**src/rtl/dht11_responder.sv**
```systemverilog
// DHT11-compatible single-wire sensor emulator: answers a host start pulse with a 40-bit humidity/temperature frame.
// Optional build macro DHT11_ERR_INJECT_EN adds err_inject, which flips the checksum LSB of the latched frame.
module dht11_responder #(
    parameter int unsigned TICKS_PER_US = 100,
    parameter int unsigned START_MIN_US = 10000
) (
    input  logic       clk,
    input  logic       rst,
    input  logic       data_in,
    output logic       drive_low,
    input  logic [7:0] hum,
    input  logic [7:0] temp,
`ifdef DHT11_ERR_INJECT_EN
    input  logic       err_inject,
`endif
    output logic       busy,
    output logic       frame_done
);

    localparam int unsigned PS_W       = (TICKS_PER_US > 1) ? $clog2(TICKS_PER_US) : 1;
    localparam int unsigned US_W       = $clog2(START_MIN_US + 128);
    localparam int unsigned FRAME_BITS = 40;
    localparam int unsigned BIT_W      = 6;

    typedef enum logic [3:0] {
        IDLE,
        START_LOW,
        WAIT_RELEASE,
        RESP_DELAY,
        RESP_LOW,
        RESP_HIGH,
        BIT_LOW,
        BIT_HIGH,
        END_LOW
    } state_t;

    state_t                  state_q, state_d;
    logic [1:0]              sync_q;
    logic [PS_W-1:0]         ps_q, ps_d;
    logic [US_W-1:0]         us_q, us_d;
    logic [BIT_W-1:0]        bit_q, bit_d;
    logic [FRAME_BITS-1:0]   shift_q, shift_d;
    logic                    drive_low_q, drive_low_d;
    logic                    busy_q, busy_d;
    logic                    frame_done_q, frame_done_d;

    logic                    line_c;
    logic                    tick_c;
    logic                    done_c;
    logic [US_W-1:0]         dur_c;
    logic [7:0]              csum_c;

    assign line_c = sync_q[1];
    assign tick_c = (ps_q == PS_W'(TICKS_PER_US - 1));
    assign done_c = tick_c && (us_q == dur_c - US_W'(1));

    // Checksum of the bytes being latched, optionally corrupted for host error-path testing
    always_comb begin
        csum_c = hum + temp;
`ifdef DHT11_ERR_INJECT_EN
        csum_c = csum_c ^ {7'd0, err_inject};
`endif
    end

    // Length in microseconds of the current timed phase
    always_comb begin
        dur_c = US_W'(1);
        unique case (state_q)
            START_LOW:  dur_c = US_W'(START_MIN_US);
            RESP_DELAY: dur_c = US_W'(30);
            RESP_LOW:   dur_c = US_W'(80);
            RESP_HIGH:  dur_c = US_W'(80);
            BIT_LOW:    dur_c = US_W'(50);
            BIT_HIGH:   dur_c = shift_q[FRAME_BITS-1] ? US_W'(70) : US_W'(26);
            END_LOW:    dur_c = US_W'(50);
            default:    dur_c = US_W'(1);
        endcase
    end

    always_comb begin
        state_d      = state_q;
        ps_d         = tick_c ? '0 : ps_q + PS_W'(1);
        us_d         = tick_c ? us_q + US_W'(1) : us_q;
        bit_d        = bit_q;
        shift_d      = shift_q;
        busy_d       = busy_q;
        frame_done_d = 1'b0;

        unique case (state_q)
            IDLE: begin
                if (!line_c) state_d = START_LOW;
            end
            START_LOW: begin
                if (line_c)      state_d = IDLE;
                else if (done_c) state_d = WAIT_RELEASE;
            end
            WAIT_RELEASE: begin
                if (line_c) begin
                    shift_d = {hum, 8'h00, temp, 8'h00, csum_c};
                    bit_d   = '0;
                    busy_d  = 1'b1;
                    state_d = RESP_DELAY;
                end
            end
            RESP_DELAY: if (done_c) state_d = RESP_LOW;
            RESP_LOW:   if (done_c) state_d = RESP_HIGH;
            RESP_HIGH:  if (done_c) state_d = BIT_LOW;
            BIT_LOW:    if (done_c) state_d = BIT_HIGH;
            BIT_HIGH: begin
                if (done_c) begin
                    shift_d = {shift_q[FRAME_BITS-2:0], 1'b0};
                    if (bit_q == BIT_W'(FRAME_BITS - 1)) begin
                        state_d = END_LOW;
                    end else begin
                        bit_d   = bit_q + BIT_W'(1);
                        state_d = BIT_LOW;
                    end
                end
            end
            END_LOW: begin
                if (done_c) begin
                    busy_d       = 1'b0;
                    frame_done_d = 1'b1;
                    state_d      = IDLE;
                end
            end
            default: state_d = IDLE;
        endcase

        // Every phase starts timing from a fresh microsecond boundary
        if ((state_d != state_q) || (state_q == IDLE) || (state_q == WAIT_RELEASE)) begin
            ps_d = '0;
            us_d = '0;
        end

        drive_low_d = (state_d == RESP_LOW) || (state_d == BIT_LOW) || (state_d == END_LOW);
    end

    always_ff @(posedge clk or negedge rst) begin
        if (!rst) begin
            state_q      <= IDLE;
            sync_q       <= '0;
            ps_q         <= '0;
            us_q         <= '0;
            bit_q        <= '0;
            shift_q      <= '0;
            drive_low_q  <= 1'b0;
            busy_q       <= 1'b0;
            frame_done_q <= 1'b0;
        end else begin
            state_q      <= state_d;
            sync_q       <= {sync_q[0], data_in};
            ps_q         <= ps_d;
            us_q         <= us_d;
            bit_q        <= bit_d;
            shift_q      <= shift_d;
            drive_low_q  <= drive_low_d;
            busy_q       <= busy_d;
            frame_done_q <= frame_done_d;
        end
    end

    assign drive_low  = drive_low_q;
    assign busy       = busy_q;
    assign frame_done = frame_done_q;

endmodule
```
**config.mk**
```make
export PLATFORM = sky130hd
export DESIGN_NAME = dht11_responder
export DESIGN_NICKNAME = d
export VERILOG_FILES = /design/src/rtl/dht11_responder.sv
export SDC_FILE = /design/constraint.sdc
export NUM_CORES = 1
export LEC_CHECK = 0
export BUFFER_PORTS_ARGS = -buffer_cell sky130_fd_sc_hd__buf_2
export CELL_PAD_IN_SITES_DETAIL_PLACEMENT = 1
export CELL_PAD_IN_SITES_GLOBAL_PLACEMENT = 1
export CORE_MARGIN = 3
export CORE_UTILIZATION = 45
export DETAILED_ROUTE_END_ITERATION = 10
export PLACE_DENSITY = 0.75
export SLEW_MARGIN = 40
export SYNTH_ARGS = -nofsm -noshare
export SYNTH_HDL_FRONTEND = slang
export SYNTH_SLANG_ARGS = --single-unit
```
**constraint.sdc**
```tcl
create_clock -name clk -period 2.83 [get_ports clk]
set_input_delay 0.566 -clock clk [delete_from_list [all_inputs] [get_ports clk]]
set_output_delay 0.566 -clock clk [all_outputs]
set_load 0.05 [all_outputs]
```
==> insert_results.sql, run 1 <==
INSERT INTO impl_metrics (metric_group, metric, value, unit) VALUES
('synth', 'netlist_instances', '421', ''),
('detailed_routing', 'via_count', '3226', ''),
('cts', 'cts-hold-fix-buffers', '0', ''),
('hold_path', 'hold_path.class', 'in -> async', ''),
('global_route', 'via_count_of_the_first_global_routing_pass', '3494', ''),
('detailed_routing', 'totalWireLength', '9.930', 'mm'),
('floorplan', 'die-area', '10140', 'µm²'),
('setup_path', 'worstPathCellList', 'or4b_4, o31ai_1, xor2_1, nor4b_4, buf_4, nand3_4, buf_4, or2_1, nor3_1, a211oi_1', ''),
('floorplan', 'die_width', '100.7', 'µm'),
('floorplan', 'row_count', '33', ''),
('synth', 'synth.net_count', '451', ''),
('sta', 'setup_viol', '0', ''),
('detailed_routing', 'drt-wirelength-per-cell', '17.61', 'µm'),
('place', 'detailed_place_hpwl', '7.074', 'mm'),
('sta', 'tightestPinTransition', '0.5963', 'ns'),
('detailed_routing', 'detail_route.vias_per_cell', '5.720', ''),
('finish', 'layout-area-overhead-vs-synth', '13.40', '%'),
('detailed_routing', 'postRouteAntennaNets', '0', ''),
('global_route', 'grt_pass1_wl', '16.96', 'mm'),
('finish', 'final_layout_size_suffix_gt1_frac', '0.1743', ''),
('cts', 'cts_buf_count', '9', ''),
('floorplan', 'floorplan.io_pins', '22', ''),
('synth', 'synthTopCellsByArea', 'sky130_fd_sc_hd__dfrtp_1, sky130_fd_sc_hd__nand2_1, sky130_fd_sc_hd__nor2_1, sky130_fd_sc_hd__o21ai_0, sky130_fd_sc_hd__xnor2_1', ''),
('place', 'dpl-instance-area', '4329', 'µm²'),
('setup_path', 'rr_endpoint', 'state_q[2]', ''),
('setup_path', 'end_kind', 'register', ''),
('synth', 'number_of_synthesized_flops_with_an_enable_pin', '0', ''),
('finish', 'final_cell_area', '4574', 'µm²'),
('place', 'place.port_buffers', '21', ''),
('cts', 'ctsHtreeMaxLevel', '3', ''),
('detailed_routing', 'drt_pre_antenna_iters', '4', ''),
('cts', 'tritoncts_num_sinks', '76', ''),
('setup_path', 'worst-r2r-setup-slack', '0.10', 'ns'),
('floorplan', 'die_h', '100.7', 'µm'),
('sta', 'hold_violations', '0', ''),
('sta', 'achievable-frequency', '366.8', 'MHz'),
('synth', 'share_of_flip_flops_with_an_asynchronous_set_or_reset_after_synthesis', '1.000', ''),
('place', 'globalplace.congestion', '0.8605', ''),
('sta', 'setup_tns', '0', 'ns'),
('sta', 'final_max_slew_viol_count', '0', ''),
('floorplan', 'initial_core_util', '0.4766', ''),
('power', 'power-per-cell-area', '482.1', 'nW/µm²'),
('detailed_routing', 'drcViolationCount', '0', ''),
('sta', 'layout_worst_path_cycle_share', '0.9633', ''),
('synth', 'ys.flop_type', 'sky130_fd_sc_hd__dfrtp_1', ''),
('synth', 'synth.yosys.seq_area_share', '0.4715', ''),
('setup_path', 'cpMostUsedCell', 'sky130_fd_sc_hd__buf_4', ''),
('sta', 'final.hold.worst_slack', '0.2116', 'ns'),
('global_route', 'globalRouteOverflowTotal', '0', ''),
('floorplan', 'placeable_core_region', '8464', 'µm²'),
('finish', 'fillCellCount', '1002', ''),
('setup_path', 'crit_path_start', 'state_q[1]', ''),
('sta', 'worst_slew_margin_rel', '0.6024', ''),
('synth', 'mean_area_per_synthesized_cell', '9.582', 'µm²'),
('setup_path', 'timing.critical_path.slowest_stage_cell', 'sky130_fd_sc_hd__or4b_4', ''),
('synth', 'ys.warnings.count', '0', ''),
('cts', 'worst_path_clk_slew', '0.08', 'ns'),
('cts', 'worstSkewPairLatency', '0.35', 'ns'),
('cts', 'cts_tree', 'yes', ''),
('sta', 'finalClockSkew', '0.007932', 'ns'),
('setup_path', 'critical_path_class', 'reg -> reg', ''),
('synth', 'synth_top_area_cell', 'sky130_fd_sc_hd__dfrtp_1', ''),
('synth', 'number_of_library_cell_types_mapped_by_synthesis', '60', ''),
('setup_path', 'worstRegToRegCells', '10', ''),
('finish', 'final-seq-area', '1903', 'µm²'),
('power', 'vdd_ir_drop_max', '0.0002512', 'V'),
('sta', 'layout_min_cycle_time', '2.726', 'ns'),
('outcome', 'result_of_the_run', 'finished clean', ''),
('global_route', 'groute.usage.overall', '0.2111', ''),
('synth', 'synth-seq-cells', '76', ''),
('cts', 'clk_root_buffer_cell', 'sky130_fd_sc_hd__clkbuf_8', '');
-- sequential cells by signal (all words and copies together), names as in the netlist --
signal      cells
bit_q           6
sync_q          2
shift_q        40
us_q           14
state_q         4
frame_done      1
busy            1
drive_low       1
ps_q            7
-- layer usage --
layer,vias to the layer above,global-route usage,routed length [µm]
li1,1529,-,-
met1,1625,0.2700,4514
met2,52,0.3559,4906
met3,20,0.04014,280
met4,0,0.07565,228
met5,-,0,0
-- power by group --
part	internal, mW	switching, mW	total (mW)	leakage, nW
registers	1.09	0.00684	1.10	1.03
logic	0.0771	0.114	0.191	0.910
clock network	0.493	0.421	0.914	0.102
total	1.66	0.542	2.21	2.05
-- cell usage in the layout (no fill, tap or decap), drive strengths merged, types with 5 or more instances in the layout --
master / Yosys / layout
a21oi: 15 / 15
and3: 7 / 7
buf: 13 / 43
clkbuf: 7 / 9
dfrtp: 76 / 76
ha: 10 / 10
inv: 11 / 12
nand2: 59 / 59
nand3: 13 / 13
nand4: 5 / 5
nor2: 52 / 52
nor2b: 6 / 6
nor3: 6 / 6
nor4: 5 / 5
o21a: 17 / 17
o21ai: 31 / 31
o22a: 13 / 13
xnor2: 16 / 16
xor2: 14 / 14
-- through the flow --
step | std cells | setup WS, ns | total power, mW | utilization
after detailed placement | 548 | -0.001444 | 1.308 | 0.5115
final | 564 | 0.1037 | 2.206 | 0.5404
after CTS | 563 | 0.02577 | 2.224 | 0.5372
after global placement | 548 | 0.1035 | 1.302 | 0.5115
after floorplan | 421 | 0.4560 | 1.224 | -
after global routing | 564 | -0.03443 | 2.290 | 0.5404
-- cell families (layout without fill, tap and decap cells) --
group	Yosys count	in the layout	share of synthesized area
flops	76	76	0.4715
compound gates	100	100	0.1721
buf+inv	31	69	0.04001
simple gates	170	170	0.2078
xor+xnor	30	30	0.06514
mux	3	3	0.007444
fa+ha+maj	11	11	0.03598
-- worst max-delay path: cells and delay by family, from the launching register on --
kind                   cells  cell delay [ns]
AND/OR/NAND/NOR            5             1.42
AO/OA/AOI/OAI              2             0.20
flip-flops                 1             0.46
XOR/XNOR                   1             0.16
buffers and inverters      2             0.38
-- cells in the mapped netlist (2+ instances only) --
library cell	n
sky130_fd_sc_hd__a21oi_1	14
sky130_fd_sc_hd__a2bb2oi_2	2
sky130_fd_sc_hd__a31oi_1	3
sky130_fd_sc_hd__and3_1	7
sky130_fd_sc_hd__and4_1	2
sky130_fd_sc_hd__buf_2	8
sky130_fd_sc_hd__buf_6	4
sky130_fd_sc_hd__clkbuf_1	6
sky130_fd_sc_hd__dfrtp_1	76
sky130_fd_sc_hd__ha_1	10
sky130_fd_sc_hd__inv_1	11
sky130_fd_sc_hd__mux2i_1	3
sky130_fd_sc_hd__nand2_1	57
sky130_fd_sc_hd__nand2b_1	4
sky130_fd_sc_hd__nand3_1	11
sky130_fd_sc_hd__nand3_2	2
sky130_fd_sc_hd__nand4_1	4
sky130_fd_sc_hd__nor2_1	50
sky130_fd_sc_hd__nor2b_1	6
sky130_fd_sc_hd__nor3_1	6
sky130_fd_sc_hd__nor4_1	5
sky130_fd_sc_hd__nor4b_1	3
sky130_fd_sc_hd__o21a_1	17
sky130_fd_sc_hd__o21ai_0	30
sky130_fd_sc_hd__o221a_2	3
sky130_fd_sc_hd__o22a_1	13
sky130_fd_sc_hd__o22ai_1	2
sky130_fd_sc_hd__or2_2	2
sky130_fd_sc_hd__xnor2_1	16
sky130_fd_sc_hd__xor2_1	14
-- how the worst max path moves through the flow --
stage | end | slack, ns
global placement | shift_q[5] | 0.10
CTS | state_q[2] | 0.03
floorplan | shift_q[7] | 0.46
finish | state_q[2] | 0.10
global route | state_q[2] | -0.03
detailed placement | shift_q[5] | -0.001
-- cell type report --
class                   count  area share
clock buffers               9     0.02708
clock inverters             6     0.01942
inverters                  11    0.009026
multi-input cells         314      0.4374
flip-flops and latches     76      0.4160
well taps                 105     0.02872
repair buffers             43     0.06236
-- what timing repair did --
action / CTS / global route
gates resized for setup: 1 / 4
setup buffers: 0 / 1
setup endpoints to repair: 1 / 12
pin swaps: 0 / 1
gates cloned: 0 / 0
(Power assumes the default switching activity.)
==> run 2: changes to the inputs <==
--- a/config.mk
+++ b/config.mk
@@ -12,6 +12,8 @@
 export CORE_UTILIZATION = 45
 export DETAILED_ROUTE_END_ITERATION = 10
 export PLACE_DENSITY = 0.75
+export REMOVE_ABC_BUFFERS = 1
+export SKIP_LAST_GASP = 1
 export SLEW_MARGIN = 40
 export SYNTH_ARGS = -nofsm -noshare
 export SYNTH_HDL_FRONTEND = slang
==> insert_results.sql, run 2 (synthesis gave the netlist of run 1 again) <==
INSERT INTO impl_metrics (metric_group, metric, value, unit) VALUES
('setup_path', 'worst-endpoint-required', '3.06', 'ns'),
('detailed_routing', 'drt_pre_antenna_iters', '4', ''),
('outcome', 'result_of_the_run', 'finished clean', ''),
('cts', 'tritoncts_num_sinks', '76', ''),
('setup_path', 'worstRegToRegCells', '10', ''),
('power', 'power-per-cell-area', '454.1', 'nW/µm²'),
('global_route', 'globalRouteOverflowTotal', '0', ''),
('place', 'dpl-instance-area', '4325', 'µm²'),
('finish', 'top_regs', 'shift_q (40), us_q (14), ps_q (7)', ''),
('sta', 'setup_viol', '0', ''),
('cts', 'cts_tree', 'yes', ''),
('place', 'detailed_place_hpwl', '6.736', 'mm'),
('setup_path', 'end_kind', 'register', ''),
('cts', 'max-clock-path-buffers', '2', ''),
('hold_path', 'hold_path.class', 'in -> async', ''),
('cts', 'cts_buf_count', '9', ''),
('global_route', 'groute.usage.overall', '0.2042', ''),
('finish', 'final_layout_size_suffix_gt1_frac', '0.1765', ''),
('finish', 'most-common-layout-cells', 'sky130_fd_sc_hd__dfrtp_1, sky130_fd_sc_hd__nand2_1, sky130_fd_sc_hd__nor2_1, sky130_fd_sc_hd__o21ai_0, sky130_fd_sc_hd__buf_2', ''),
('cts', 'worst_path_clk_slew', '0.07', 'ns'),
('global_route', 'grt_pass1_wl', '16.41', 'mm'),
('global_route', 'via_count_of_the_first_global_routing_pass', '3412', ''),
('global_route', 'grt_antenna_before_repair', '0', ''),
('detailed_routing', 'via_count', '3207', ''),
('sta', 'hold_violations', '0', ''),
('finish', 'nets', '484', ''),
('detailed_routing', 'drt-wirelength-per-cell', '17.15', 'µm'),
('sta', 'finalClockSkew', '0.01299', 'ns'),
('job', 'max-cap-violations', '0', ''),
('floorplan', 'die_h', '100.7', 'µm'),
('setup_path', 'worst-r2r-setup-slack', '0.13', 'ns'),
('floorplan', 'die-area', '10140', 'µm²'),
('sta', 'layout_min_cycle_time', '2.698', 'ns'),
('power', 'power', '2.066', 'mW'),
('sta', 'layout_worst_path_cycle_share', '0.9535', ''),
('cts', 'cts-hold-fix-buffers', '0', ''),
('cts', 'worstSkewPairLatency', '0.36', 'ns'),
('finish', 'layout-area-overhead-vs-synth', '12.81', '%'),
('finish', 'diodes', '0', ''),
('finish', 'flip_flop_count_of_the_largest_register_all_copies_and_words_added', '40', ''),
('detailed_routing', 'totalWireLength', '9.675', 'mm'),
('place', 'globalplace.congestion', '0.8154', ''),
('detailed_routing', 'detail_route.vias_per_cell', '5.686', ''),
('floorplan', 'row_count', '33', ''),
('place', 'place.port_buffers', '21', ''),
('power', 'vdd_ir_drop_max', '0.0002640', 'V'),
('floorplan', 'floorplan.io_pins', '22', ''),
('finish', 'register_name_with_the_most_flops', 'shift_q', ''),
('detailed_routing', 'drcViolationCount', '0', ''),
('sta', 'final_max_slew_viol_count', '0', ''),
('finish', 'most_common_library_cell_in_the_layout_ignoring_fill_and_taps', 'sky130_fd_sc_hd__dfrtp_1', ''),
('floorplan', 'placeable_core_region', '8464', 'µm²'),
('cts', 'clk_root_buffer_cell', 'sky130_fd_sc_hd__clkbuf_8', ''),
('setup_path', 'rr_endpoint', 'drive_low', ''),
('sta', 'tightestPinTransition', '0.7210', 'ns'),
('detailed_routing', '1st_iter_drt_viols', '102', ''),
('finish', 'final_cell_area', '4551', 'µm²'),
('global_route', 'grt_max_degree', '77', ''),
('setup_path', 'critical_path_peak_fanout', '13', ''),
('detailed_routing', 'postRouteAntennaNets', '0', ''),
('power', 'static-leakage-power', '2.020', 'nW'),
('cts', 'ctsHtreeMaxLevel', '3', ''),
('setup_path', 'critical_path_class', 'reg -> reg', ''),
('floorplan', 'initial_core_util', '0.4766', ''),
('setup_path', 'critical_path.startpoint_type', 'register', ''),
('sta', 'setup_tns', '0', 'ns'),
('floorplan', 'die_width', '100.7', 'µm'),
('setup_path', 'worstReg2RegStart', 'state_q[0]', ''),
('sta', 'worst_slew_margin_rel', '0.5193', ''),
('setup_path', 'worst-endpoint-arrival', '2.93', 'ns'),
('sta', 'achievable-frequency', '370.6', 'MHz');
-- run 2: how the worst max path moves through the flow --
stage / depth (start not counted) / slack [ns] / to / from
2_1_floorplan: 8 / -0.21 / bit_q[4] / state_q[3]
3_3_place_gp: 7 / 0.22 / shift_q[13] / state_q[1]
3_5_place_dp: 7 / 0.11 / shift_q[31] / state_q[1]
4_1_cts: 7 / 0.11 / shift_q[14] / state_q[1]
5_1_grt: 10 / -0.02 / drive_low / state_q[0]
6_report: 10 / 0.13 / drive_low / state_q[0]
-- run 2: final cells by class --
type | count | area, µm²
multi-input combinational | 314 | 2004
fill | 978 | 3914
inverter | 11 | 41.29
tap | 105 | 131.4
clock buffer | 11 | 151.4
timing repair buffer | 42 | 285.3
sequential | 76 | 1902
clock inverter | 5 | 35.03
-- run 2: per-stage QoR --
stage,util,hold slack (ns),worst slack (ns),std cells
3_5_place_dp,0.5110,0.3418,0.1140,547
2_1_floorplan,-,0.2704,-0.2076,401
6_report,0.5376,0.2039,0.1315,564
5_1_grt,0.5376,0.2768,-0.02061,564
3_3_place_gp,0.5106,0.3444,0.2195,547
4_1_cts,0.5330,0.2610,0.1117,563
-- run 2: where the power goes --
part / switching [mW] / internal (mW) / total [mW] / leakage (nW)
combinational: 0.111 / 0.0735 / 0.184 / 0.889
sequential: 0.00813 / 1.09 / 1.10 / 1.04
clock: 0.412 / 0.368 / 0.780 / 0.0957
-- run 2: timing repair --
| action | in CTS | in global routing |
|---|---|---|
| hold endpoints to repair | 0 | 0 |
| gates resized for setup | 0 | 6 |
| buffers inserted | 0 | 1 |
| endpoints found under the setup margin | 0 | 19 |
-- run 2: routing by layer --
metal	global-route usage	vias to the layer above	wire length, µm
li1	-	1534	-
met1	0.2634	1601	4381
met2	0.3377	53	4815
met3	0.04637	19	306
met4	0.07047	0	172
met5	0	-	0
-- run 2: worst max-delay path, cell delays in order (launching register included) --
cell and delay, ns:
sky130_fd_sc_hd__dfrtp_1 0.42, sky130_fd_sc_hd__buf_4 0.18, sky130_fd_sc_hd__nor2_2 0.40, sky130_fd_sc_hd__mux2i_1 0.25
sky130_fd_sc_hd__a31oi_1 0.12, sky130_fd_sc_hd__a32oi_2 0.29, sky130_fd_sc_hd__nand3_2 0.17, sky130_fd_sc_hd__buf_12 0.20
sky130_fd_sc_hd__nor4_1 0.29, sky130_fd_sc_hd__a311o_1 0.20, sky130_fd_sc_hd__a31oi_1 0.05
==> run 3: changes to the inputs <==
--- a/config.mk
+++ b/config.mk
@@ -9,7 +9,7 @@
 export CELL_PAD_IN_SITES_DETAIL_PLACEMENT = 1
 export CELL_PAD_IN_SITES_GLOBAL_PLACEMENT = 1
 export CORE_MARGIN = 3
-export CORE_UTILIZATION = 45
+export CORE_UTILIZATION = 43
 export DETAILED_ROUTE_END_ITERATION = 10
 export PLACE_DENSITY = 0.75
 export REMOVE_ABC_BUFFERS = 1
==> constraint.sdc (replaced) <==
create_clock -name clk -period 2.3 [get_ports clk]
set_input_delay 0.46 -clock clk [delete_from_list [all_inputs] [get_ports clk]]
set_output_delay 0.46 -clock clk [all_outputs]
set_load 0.05 [all_outputs]
==> insert_results.sql, run 3 (synthesis gave the netlist of run 1 again) <==
INSERT INTO impl_metrics (metric_group, metric, value, unit) VALUES
('finish', 'post_layout_nonfiller_instances', '609', ''),
('global_route', 'grt_util_met1', '0.2959', ''),
('sta', 'final_critical_path_setup_slack', '-0.3254', 'ns'),
('hold_path', 'hold_path.class', 'in -> async', ''),
('cts', 'worstSkewPairLatency', '0.36', 'ns'),
('detailed_routing', 'postRouteAntennaNets', '0', ''),
('sta', 'hold_violations', '0', ''),
('finish', 'register_name_with_the_most_flops', 'shift_q', ''),
('finish', 'flip_flop_count_of_the_largest_register_all_copies_and_words_added', '40', ''),
('finish', 'most-common-layout-cells', 'sky130_fd_sc_hd__dfrtp_1, sky130_fd_sc_hd__buf_4, sky130_fd_sc_hd__nand2_1, sky130_fd_sc_hd__nor2_1, sky130_fd_sc_hd__buf_2', ''),
('sta', 'layout_worst_path_cycle_share', '1.141', ''),
('job', 'max-cap-violations', '0', ''),
('place', 'detailed_place_hpwl', '7.619', 'mm'),
('finish', 'top_regs', 'shift_q (40), us_q (14), ps_q (7)', ''),
('sta', 'grt_setup_unrepaired', 'true', ''),
('setup_path', 'critical_path.startpoint_type', 'register', ''),
('global_route', 'grt_max_degree', '40', ''),
('power', 'vdd_ir_drop_max', '0.0003830', 'V'),
('sta', 'setup_viol', '73', ''),
('floorplan', 'die_width', '102.9', 'µm'),
('sta', 'final.hold.worst_slack', '0.06683', 'ns'),
('floorplan', 'die_h', '102.9', 'µm'),
('place', 'post-place-cells', '581', ''),
('power', 'power-per-cell-area', '502.7', 'nW/µm²'),
('cts', 'cts_buf_count', '9', ''),
('floorplan', 'die-area', '10580', 'µm²'),
('cts', 'worst_path_clk_slew', '0.09', 'ns'),
('floorplan', 'placeable_core_region', '8934', 'µm²'),
('detailed_routing', 'drcViolationCount', '0', ''),
('global_route', 'via_count_of_the_first_global_routing_pass', '3779', ''),
('global_route', 'groute.usage.overall', '0.2310', ''),
('outcome', 'result_of_the_run', 'finished with violations', ''),
('cts', 'cts-hold-fix-buffers', '0', ''),
('detailed_routing', 'totalWireLength', '12.90', 'mm'),
('finish', 'diodes', '0', ''),
('finish', 'nets', '526', ''),
('detailed_routing', 'drt_pre_antenna_iters', '4', ''),
('place', 'preCtsSetupSlack', '-0.3532', 'ns'),
('finish', 'most_common_library_cell_in_the_layout_ignoring_fill_and_taps', 'sky130_fd_sc_hd__dfrtp_1', ''),
('sta', 'final_max_slew_viol_count', '0', ''),
('sta', 'achievable-frequency', '380.9', 'MHz'),
('floorplan', 'row_count', '34', ''),
('detailed_routing', 'via_count', '3503', ''),
('global_route', 'gr-usage-met2', '0.3997', ''),
('sta', 'layout_min_cycle_time', '2.625', 'ns'),
('global_route', 'grt_util_met3', '0.04871', ''),
('finish', 'layout-area-overhead-vs-synth', '33.00', '%'),
('finish', 'final_layout_size_suffix_gt1_frac', '0.3613', ''),
('cts', 'tritoncts_num_sinks', '76', ''),
('outcome', 'violations', 'negative setup slack', ''),
('setup_path', 'worst-endpoint-required', '2.56', 'ns'),
('power', 'static-leakage-power', '2.569', 'nW'),
('setup_path', 'critical_path_class', 'reg -> reg', ''),
('cts', 'ctsHtreeMaxLevel', '3', ''),
('cts', 'clk_root_buffer_cell', 'sky130_fd_sc_hd__clkbuf_8', ''),
('setup_path', 'timing.critical_path.slowest_stage_cell', 'sky130_fd_sc_hd__or4b_4', ''),
('cts', 'cts_tree', 'yes', ''),
('sta', 'worst_slew_margin_rel', '0.5729', ''),
('global_route', 'globalRouteOverflowTotal', '0', ''),
('detailed_routing', 'detail_route.vias_per_cell', '5.752', ''),
('setup_path', 'cpPeakStageDelay', '0.50', 'ns'),
('floorplan', 'floorplan.io_pins', '22', ''),
('place', 'place.port_buffers', '21', ''),
('detailed_routing', '1st_iter_drt_viols', '238', ''),
('global_route', 'grt_antenna_before_repair', '0', ''),
('power', 'power', '2.697', 'mW'),
('global_route', 'grt_pass1_wl', '18.80', 'mm'),
('detailed_routing', 'drt-wirelength-per-cell', '21.19', 'µm'),
('setup_path', 'worstPathCellList', 'buf_6, or4b_4, o31ai_4, xor2_2, nor4b_4, buf_4, buf_4, nand4_4, buf_6, o221a_2', ''),
('place', 'globalplace.congestion', '0.8468', ''),
('setup_path', 'worst-endpoint-arrival', '2.89', 'ns'),
('sta', 'tightestPinTransition', '0.6383', 'ns'),
('floorplan', 'initial_core_util', '0.4515', ''),
('global_route', 'busiest_layer', 'met2', ''),
('sta', 'finalClockSkew', '0.01868', 'ns'),
('setup_path', 'critical_path_peak_fanout', '5', ''),
('setup_path', 'end_kind', 'register', ''),
('cts', 'max-clock-path-buffers', '2', '');
run 3: cell count changes in the layout (fill, tap and decap cells not counted), moves of 13 or more:
cell,delta
sky130_fd_sc_hd__buf_4,+26
sky130_fd_sc_hd__o21ai_0,-18
sky130_fd_sc_hd__nand2_1,-16
sky130_fd_sc_hd__nor2_1,-15
sky130_fd_sc_hd__nand2_4,+14
sky130_fd_sc_hd__nor2_2,+13
sky130_fd_sc_hd__o21ai_2,+13
run 3: stage by stage:
stage | util | cell area [µm²] | setup TNS, ns
finish | 0.6006 | 5365 | -18.20
global route | 0.6006 | 5365 | -26.18
CTS | 0.5619 | 5020 | -10.70
detailed placement | 0.5130 | 4583 | -19.39
global placement | 0.5130 | 4583 | -9.953
floorplan | - | 3914 | -27.52
run 3: repair_timing:
| action | 4_1_cts | 5_1_grt |
|---|---|---|
| cloned | 4 | 2 |
| pin swaps | 8 | 34 |
| setup buffers | 4 | 3 |
| gates resized for setup | 29 | 90 |
| setup endpoints to repair | 74 | 74 |
run 3: path summary, 6_finish.rpt:
kind / from / to / slack, ns / cells after the start
setup reg to reg: state_q[3] / shift_q[3] / -0.33 / 10
min in group clk: data_in / sync_q[0] / 0.22 / 1
max in group asynchronous: rst / bit_q[0] / 1.58 / 2
setup / recovery: state_q[3] / shift_q[3] / -0.33 / 10
hold / removal: rst / state_q[1] / 0.07 / 1
hold reg to reg: sync_q[0] / sync_q[1] / 0.37 / 0
run 3: per-layer routing:
metal	up-vias	share of wire
li1	1621	-
met1	1796	0.42
met2	67	0.53
met3	19	0.033
met4	0	0.015
met5	-	0
run 3: power breakdown:
part,total (mW),internal [mW],switching [mW]
clock,1.06,0.502,0.553
combinational,0.283,0.120,0.164
sequential,1.36,1.35,0.0128
total,2.70,1.97,0.729
run 3: layout make-up:
cell class	instances	area, µm²
tap	108	135.1
inverter	11	41.29
multi-input combinational	316	2354
sequential	76	1902
clock buffer	10	127.6
fill	994	3568
clock inverter	6	65.06
timing repair buffer	82	740.7
run 3: worst max-delay path, delay by kind of cell (launching register included):
family / cells / cell delay (ns)
AND/OR/NAND/NOR: 3 / 0.93
buffers and inverters: 4 / 0.67
flip-flops: 1 / 0.43
AO/OA/AOI/OAI: 2 / 0.36
XOR/XNOR: 1 / 0.12
